==> src/rtl/cmp_check_pkg.sv <==
// cmp_check_pkg: shared types and the cyclic priority pick for the check scheduler
package cmp_check_pkg;
  localparam int IW = 4;
  localparam int MAXN = 16;
  typedef enum logic [1:0] {IDLE, EVAL, RESP} cc_state_e;
  typedef struct packed {
    logic found;
    logic [IW-1:0] idx;
  } pick_t;
  function automatic pick_t rr_pick(input logic [MAXN-1:0] req, input logic [IW-1:0] ptr, input int n);
    pick_t p;
    int j;
    p = '0;
    // scanned farthest-first so the candidate nearest to ptr is written last and wins
    for (int i = MAXN - 1; i >= 0; i--) begin
      j = (int'(ptr) + i) % n;
      if (i < n && req[j[IW-1:0]]) begin
        p.found = 1'b1;
        p.idx = IW'(j);
      end
    end
    return p;
  endfunction
endpackage

==> src/rtl/rr_arbiter.sv <==
// rr_arbiter: combinational cyclic priority pick starting at ptr
module rr_arbiter
  import cmp_check_pkg::*;
#(
  parameter int NREQ = 4
) (
  input  logic [NREQ-1:0] req,
  input  logic [IW-1:0]   ptr,
  output logic            found,
  output logic [IW-1:0]   idx
);
  pick_t p;
  assign p = rr_pick(MAXN'(req), ptr, NREQ);
  assign found = p.found;
  assign idx = p.idx;
endmodule

==> src/rtl/cmp_check_sched.sv <==
// cmp_check_sched: round-robin sharing of one equality checker with saturating pass/fail stats
module cmp_check_sched
  import cmp_check_pkg::*;
#(
  parameter int NREQ = 4,
  parameter int DW   = 32,
  parameter int CNTW = 16
) (
  input  logic                 clk,
  input  logic                 rst_n,
  input  logic [NREQ-1:0]      req,
  input  logic [NREQ*DW-1:0]   op_a,
  input  logic [NREQ*DW-1:0]   op_b,
  input  logic                 clr_cnt,
  output logic [NREQ-1:0]      gnt,
  output logic [NREQ-1:0]      done,
  output logic                 pass,
  output logic                 busy,
  output logic [CNTW-1:0]      pass_cnt,
  output logic [CNTW-1:0]      fail_cnt
);
  cc_state_e state, state_n;
  logic [IW-1:0] idx, rr_ptr, pick;
  logic [NREQ-1:0] sel;
  logic found, hit, eq, eq_n;
  rr_arbiter #(.NREQ(NREQ)) u_arb (
    .req  (req),
    .ptr  (rr_ptr),
    .found(found),
    .idx  (pick)
  );
  assign sel = NREQ'(1) << idx;
  assign hit = |(req & sel);
  assign busy = state != IDLE;
  always_comb begin
    eq_n = 1'b0;
    for (int i = 0; i < NREQ; i++)
      if (sel[i]) eq_n = op_a[i*DW +: DW] == op_b[i*DW +: DW];
  end
  always_comb begin
    state_n = state;
    gnt = '0;
    done = '0;
    pass = 1'b0;
    case (state)
      IDLE: state_n = found ? EVAL : IDLE;
      EVAL: begin
        gnt = sel;
        state_n = hit ? RESP : IDLE;
      end
      RESP: begin
        done = sel;
        pass = eq;
        state_n = IDLE;
      end
      default: state_n = IDLE;
    endcase
  end
  always_ff @(posedge clk or negedge rst_n) begin
    if (!rst_n) begin
      state <= IDLE;
      idx <= '0;
      rr_ptr <= '0;
      eq <= 1'b0;
      pass_cnt <= '0;
      fail_cnt <= '0;
    end else begin
      state <= state_n;
      if (state == IDLE && found) idx <= pick;
      if (state == EVAL) eq <= eq_n;
      if (state == RESP) rr_ptr <= idx == IW'(NREQ - 1) ? '0 : idx + IW'(1);
      if (clr_cnt) begin
        pass_cnt <= '0;
        fail_cnt <= '0;
      end else if (state == RESP) begin
        if (eq && !(&pass_cnt)) pass_cnt <= pass_cnt + CNTW'(1);
        if (!eq && !(&fail_cnt)) fail_cnt <= fail_cnt + CNTW'(1);
      end
    end
  end
endmodule

==> config.mk <==
export PLATFORM = sky130hd
export DESIGN_NAME = cmp_check_sched
export DESIGN_NICKNAME = d
export VERILOG_FILES = /design/src/rtl/cmp_check_pkg.sv /design/src/rtl/rr_arbiter.sv /design/src/rtl/cmp_check_sched.sv
export SDC_FILE = /design/constraint.sdc
export NUM_CORES = 1
export LEC_CHECK = 0
export ABC_CLOCK_PERIOD_IN_PS = 1750
export CAP_MARGIN = 15
export CORE_AREA = 2 2 117 119
export CTS_CLUSTER_DIAMETER = 120
export DETAILED_ROUTE_END_ITERATION = 10
export DIE_AREA = 0 0 119 121
export GPL_ROUTABILITY_DRIVEN = 0
export PLACE_DENSITY = 0.73
export SLEW_MARGIN = 20
export SYNTH_ARGS = -nofsm -noshare
export SYNTH_HDL_FRONTEND = slang
export SYNTH_SLANG_ARGS = --single-unit
export TNS_END_PERCENT = 50
==> constraint.sdc <==
create_clock -name clk -period 1.75 [get_ports clk]
set_input_delay 0.2625 -clock clk [delete_from_list [all_inputs] [get_ports clk]]
set_output_delay 0.2625 -clock clk [all_outputs]
set_load 0.1 [all_outputs]
==> Yosys cells after proc, flatten, opt, wreduce, memory -nomap -nowiden <==
Index checks and enable logic that the tools add are counted.
{ "op_classes": {"add_sub_neg": 6, "n_lt_le_gt_ge": 4, "eq_ne": 7, "n_shift": 1, "mux": 29, "bitwise_logic": 4, "reduce_logical": 19} }
{ "op_table": {"columns": ["cell", "count"], "rows": [
  ["32-bit == test", 4],
  ["16-bit two-way mux", 6],
  ["16-bit by 1-bit adder with 16-bit output (second input constant)", 2],
  ["16-bit AND reduction", 2],
  ["5-bit two-way mux", 4],
  ["4-bit by 5-bit < comparator with 1-bit output (second input constant)", 3],
  ["1-bit two-way mux", 10],
  ["1-bit binary-select mux with 3-bit select", 3],
  ["4-bit two-way mux", 2],
  ["2-bit nonzero test", 4],
  ["2-bit OR reduction", 3],
  ["2-bit by 5-bit < comparator with 1-bit output (second input constant)", 1],
  ["2-bit by 1-bit adder with 2-bit output (second input constant)", 2],
  ["2-bit adder (second input constant)", 2],
  ["4-bit AND", 1],
  ["4-bit by 2-bit == test with 1-bit output (second input constant)", 1],
  ["2-bit two-way mux", 2],
  ["2-bit case mux with 2 select lines", 1],
  ["2-bit AND reduction", 2],
  ["4-bit OR reduction", 1],
  ["1-bit by 4-bit << shifter with 4-bit output (first input constant)", 1],
  ["1-bit AND (first input constant)", 3],
  ["1-bit logical AND", 3],
  ["1-bit logical NOT", 3],
  ["other kinds (4)", 4]
]} }
{ "totals": {"regBits": 41, "inputBits": 263, "out_inout_bits": 42, "word_cells": 76} }

==> Logic depth before layout (Yosys ltp) <==
{ "depth": {"ltp_word": 11, "mapped_depth": 7, "depth_no_buf": 7} }

==> Modules after synthesis <==
Synthesis repeated with hierarchy kept, for this count alone.
{ "unflattened": {"hier_cells": 415, "area_unflattened_um2": 3663.5} }
{ "by_module_without_submodules": {"columns": ["module", "instances", "cells_per_inst", "area_each_um2", "seq_area_each_um2"], "rows": [
  ["cmp_check_sched", 1, 397, 3567.2, 1076.0],
  ["rr_arbiter", 1, 18, 96.3, 0.0]
]} }

==> Worst setup path before layout <==
No wires, ideal clock.
{ "synth_path": {"path_type": "register to register", "from": "reg pass_cnt[8]", "to": "reg pass_cnt[3]", "setup_ns": 0.132, "arrival_time_ns": 2.228, "required_time_ns": 1.618, "path_slack_ns": -0.610, "path_stages_with_launch": 7, "n_path_buf": 0, "synth_period_minus_slack_ns": 2.360, "path_cell_list": "dfrtp_1 nand4_1 nor4_4 a21oi_1 nand4_1 xor2_1 nor2_1"} }
{ "synth_between": {"elab_chain_len": 5} }
{ "synth_lines": {"columns": ["element", "line", "source"], "rows": [
  ["from (decl)", "cmp_check_sched.sv:19", "output logic [CNTW-1:0] pass_cnt,"],
  ["from (signal assigned)", "cmp_check_sched.sv:76", "if (eq && !(&pass_cnt)) pass_cnt <= pass_cnt + CNTW'(1);"],
  ["16-bit AND reduction", "cmp_check_sched.sv:76", null],
  ["1-bit logical NOT", "cmp_check_sched.sv:76", null],
  ["1-bit logical AND", "cmp_check_sched.sv:76", null],
  ["2-bit nonzero test (no line)", null, null],
  ["2-bit AND reduction (no line)", null, null]
]} }
Every way passes these cells.
A chain may end at the register's enable or synchronous reset.

==> Worst setup path after layout <==
{ "layout_path": {"from": "reg fail_cnt[0]", "to": "reg fail_cnt[15]"} }
{ "layout_between": {"elab_chain_len": 5, "elab_cells_between_ends": 9, "classes_between": "1 x add/sub; 3 x mux; 5 x reduce/logical"} }
{ "layout_lines": {"columns": ["element", "line", "source"], "rows": [
  ["from (decl)", "cmp_check_sched.sv:20", "output logic [CNTW-1:0] fail_cnt"],
  ["from (signal assigned)", "cmp_check_sched.sv:77", "if (!eq && !(&fail_cnt)) fail_cnt <= fail_cnt + CNTW'(1);"],
  ["branches (longest 5 deep; another with 16-bit by 1-bit adder with 16-bit output)", null, null]
]} }
Parallel ways; which one is timed is not known. The select of a mux whose other input is x is not followed.

==> results.json <==
{
  "routed_wirelength_mm": 16.5,
  "power_frac_seq_pct": 22.6,
  "skew_ns": 0.00273,
  "grt_overflow": 0,
  "clock_latency_ns": 0.28,
  "hold_viol_final": 0,
  "globalRouteTotalUtil_pct": 22.6,
  "run_status": "finished with violations",
  "maxCapViolCount": 0,
  "boundaryPins": 305,
  "layout_common_cells": "clkdlybuf4s50_1, xnor2_1, buf_12, nor2_1",
  "die_area_um2": 14400,
  "r2r-end": "fail_cnt[15]",
  "rows": 42,
  "clk_path_buf_depth": 2,
  "rsz0062_at_grt": "yes",
  "synth.distinct_cells": 42,
  "switchingPower_w": 0.00187,
  "worstMarginPinSlew_ns": 0.495,
  "timing.rr.start": "fail_cnt[0]",
  "finalInstanceArea_um2": 7960,
  "power.share.clock_pct": 17.8,
  "max-slew-margin-rel_pct": 67.0,
  "worstRegToRegCells": 8,
  "post-dp-hpwl_mm": 14.5,
  "tritoncts": "yes",
  "cts.sink_count": 39,
  "die_x_um": 119,
  "vias_per_cell": 4.62,
  "intPower_w": 0.00308,
  "area_delta_synth_final_pct": 126,
  "timing.final.ws_setup_ns": -0.0175,
  "fin_util_pct": 60.9,
  "reg2reg_setup_slack_ns": -0.02,
  "n_fill_cell": 1047,
  "arrival_ns": 1.92,
  "setup_viol": 1,
  "period_share_pct": 101,
  "die_h_um": 121,
  "syn-num-nets": 663,
  "worstHoldPathType": "input pin to asynchronous set/reset pin",
  "htree_levels": 2,
  "finalNonFillerCells": 920,
  "post_drt_wl_per_cell_um": 17.9,
  "p_comb_share_pct": 59.5,
  "cp_max_fo": 5,
  "violations": "setup timing",
  "vdd_ir_drop_max_uv": 443,
  "fin_crit_ns": 1.77,
  "start_kind": "flip-flop",
  "drive_gt1_share_pct": 23.0,
  "crit_required_ns": 1.90,
  "nets": 1011,
  "grt_max_degree": 40,
  "ys_ff_latch": 39,
  "leakage_nw": 2.94,
  "syn_inst": 394,
  "clock.fmax_ghz": 0.566,
  "drc": 0,
  "power_w": 0.00496,
  "endpoint_kind": "flip-flop",
  "antenna_found_initial": 1,
  "drt_first_iter_violations": 262,
  "avgSynthCellArea_um2": 8.95,
  "ys_seq_area_share_pct": 27.7,
  "vias": 4247,
  "grt_pass1_vias": 4495,
  "slew_violations": 0,
  "port_buffers": 304,
  "ant_nets": 0,
  "clk_pin_slew_worst_paths_ns": 0.06,
  "cts_root_buf": "clkbuf_16",
  "netlist_area_um2": 3520,
  "grt_pass1_wl_mm": 24.7,
  "ys.warnings.count": 0,
  "power_density_nw_per_um2": 622,
  "swShare_pct": 37.8,
  "core_um2": 13100,
  "start_util_pct": 26.9,
  "path_class": "flip-flop to flip-flop",
  "dp.cells": 906,
  "cts_made_buffers": 5,
  "layout_commonest_cell": "clkdlybuf4s50_1",
  "dr.pass1.iters": 4,
  "placed_cell_area_um2": 7620
}
==> power groups by stage <==
stage               combinational, W  sequential, W  clock, W
global placement             0.00271        0.00110         0
global route                 0.00314        0.00113  0.000958
floorplan                    0.00116        0.00120         0
CTS                          0.00284        0.00111  0.000909
detailed placement           0.00275        0.00111         0
finish                       0.00295        0.00112  0.000884
==> worst max-delay path by stage <==
stage,from,end,cells after the start
6_report,fail_cnt[0],fail_cnt[15],8
4_1_cts,fail_cnt[1],fail_cnt[3],7
5_1_grt,fail_cnt[0],fail_cnt[15],8
2_1_floorplan,fail_cnt[1],fail_cnt[3],7
3_5_place_dp,op_b[115],eq,7
3_3_place_gp,op_b[104],eq,7
==> sequential cells by signal, summed over array words and instances (netlist names) <==
register / flops
eq: 1
fail_cnt: 16
idx: 2
pass_cnt: 16
rr_ptr: 2
state: 2
==> metrics by stage <==
step | setup slack [ns] | setup TNS [ns] | hold WS, ns
2_1_floorplan | -0.156 | -0.992 | -0.0331
5_1_grt | -0.0981 | -0.345 | 0.0823
3_5_place_dp | -0.414 | -0.444 | 0.357
3_3_place_gp | -0.394 | -0.408 | 0.351
4_1_cts | -0.0374 | -0.0482 | 0.0580
6_report | -0.0175 | -0.0175 | 0.0422
==> synth_stat cells, drive strengths merged <==
cell type | n | area, um2
a22oi | 2 | 15.0
and3 | 4 | 25.0
o311ai | 1 | 8.76
mux2i | 3 | 30.0
ha | 6 | 75.1
nor2b | 2 | 12.5
o41ai | 2 | 17.5
xor2 | 37 | 324
dlygate4sd1 | 1 | 8.76
xnor2 | 121 | 1060
o31a | 1 | 8.76
or2 | 1 | 6.26
a21oi | 6 | 30.0
nand2 | 17 | 63.8
o21ai | 3 | 15.0
o21a | 1 | 7.51
nor4 | 9 | 71.3
nand4bb | 1 | 11.3
a211oi | 1 | 12.5
inv | 7 | 26.3
nand4 | 39 | 244
o22ai | 1 | 6.26
and2 | 10 | 63.8
nor3 | 4 | 36.3
a21boi | 1 | 7.51
or2b | 1 | 7.51
nor2 | 43 | 164
nand3 | 17 | 85.1
clkbuf | 2 | 7.51
and4 | 5 | 46.3
dfrtp | 39 | 976
nor4b | 2 | 17.5
buf | 2 | 16.3
or3 | 2 | 17.5
==> repair_timing <==
action,in CTS,in global routing
setup endpoints to repair,8,24
pin swaps,2,10
buffers inserted,1,4
hold endpoints to repair,0,0
hold buffers,0,0
gates resized for setup,13,33
==> final cells by class <==
class,count,area (um2),area share [%]
antenna,1,2.50,0.0314
sequential,39,1070,13.4
inverter,7,28.8,0.361
timing repair buffer,346,3800,47.8
multi-input combinational,343,2700,33.8
clock inverter,2,12.5,0.157
tap,176,220,2.77
clock buffer,6,129,1.62
==> kinds of logic (layout without fill, tap and decap cells) <==
family	after synthesis	in the layout	synth area share, %
fa+ha+maj	6	6	2.13
other cells	0	1	0
compound gates	19	19	3.66
mux	3	3	0.852
flops	39	39	27.7
xor+xnor	158	158	39.3
simple gates	157	157	24.7
buf+inv	12	361	1.67
==> routing by layer <==
layer / routed length [um] / track usage (%)
met1: 6710 / 27.1
met2: 8110 / 39.7
met3: 1370 / 6.77
met4: 308 / 5.21
met5: 0 / 0
==> worst max-delay path, stage by stage, from the launching register on <==
cell	delay (ns)
dfrtp_4	0.49
ha_4	0.16
and4_1	0.15
and4_4	0.17
nor3_4	0.21
buf_6	0.14
nand4_1	0.11
xor2_1	0.16
nor2_1	0.05
(Power assumes the default switching activity.)
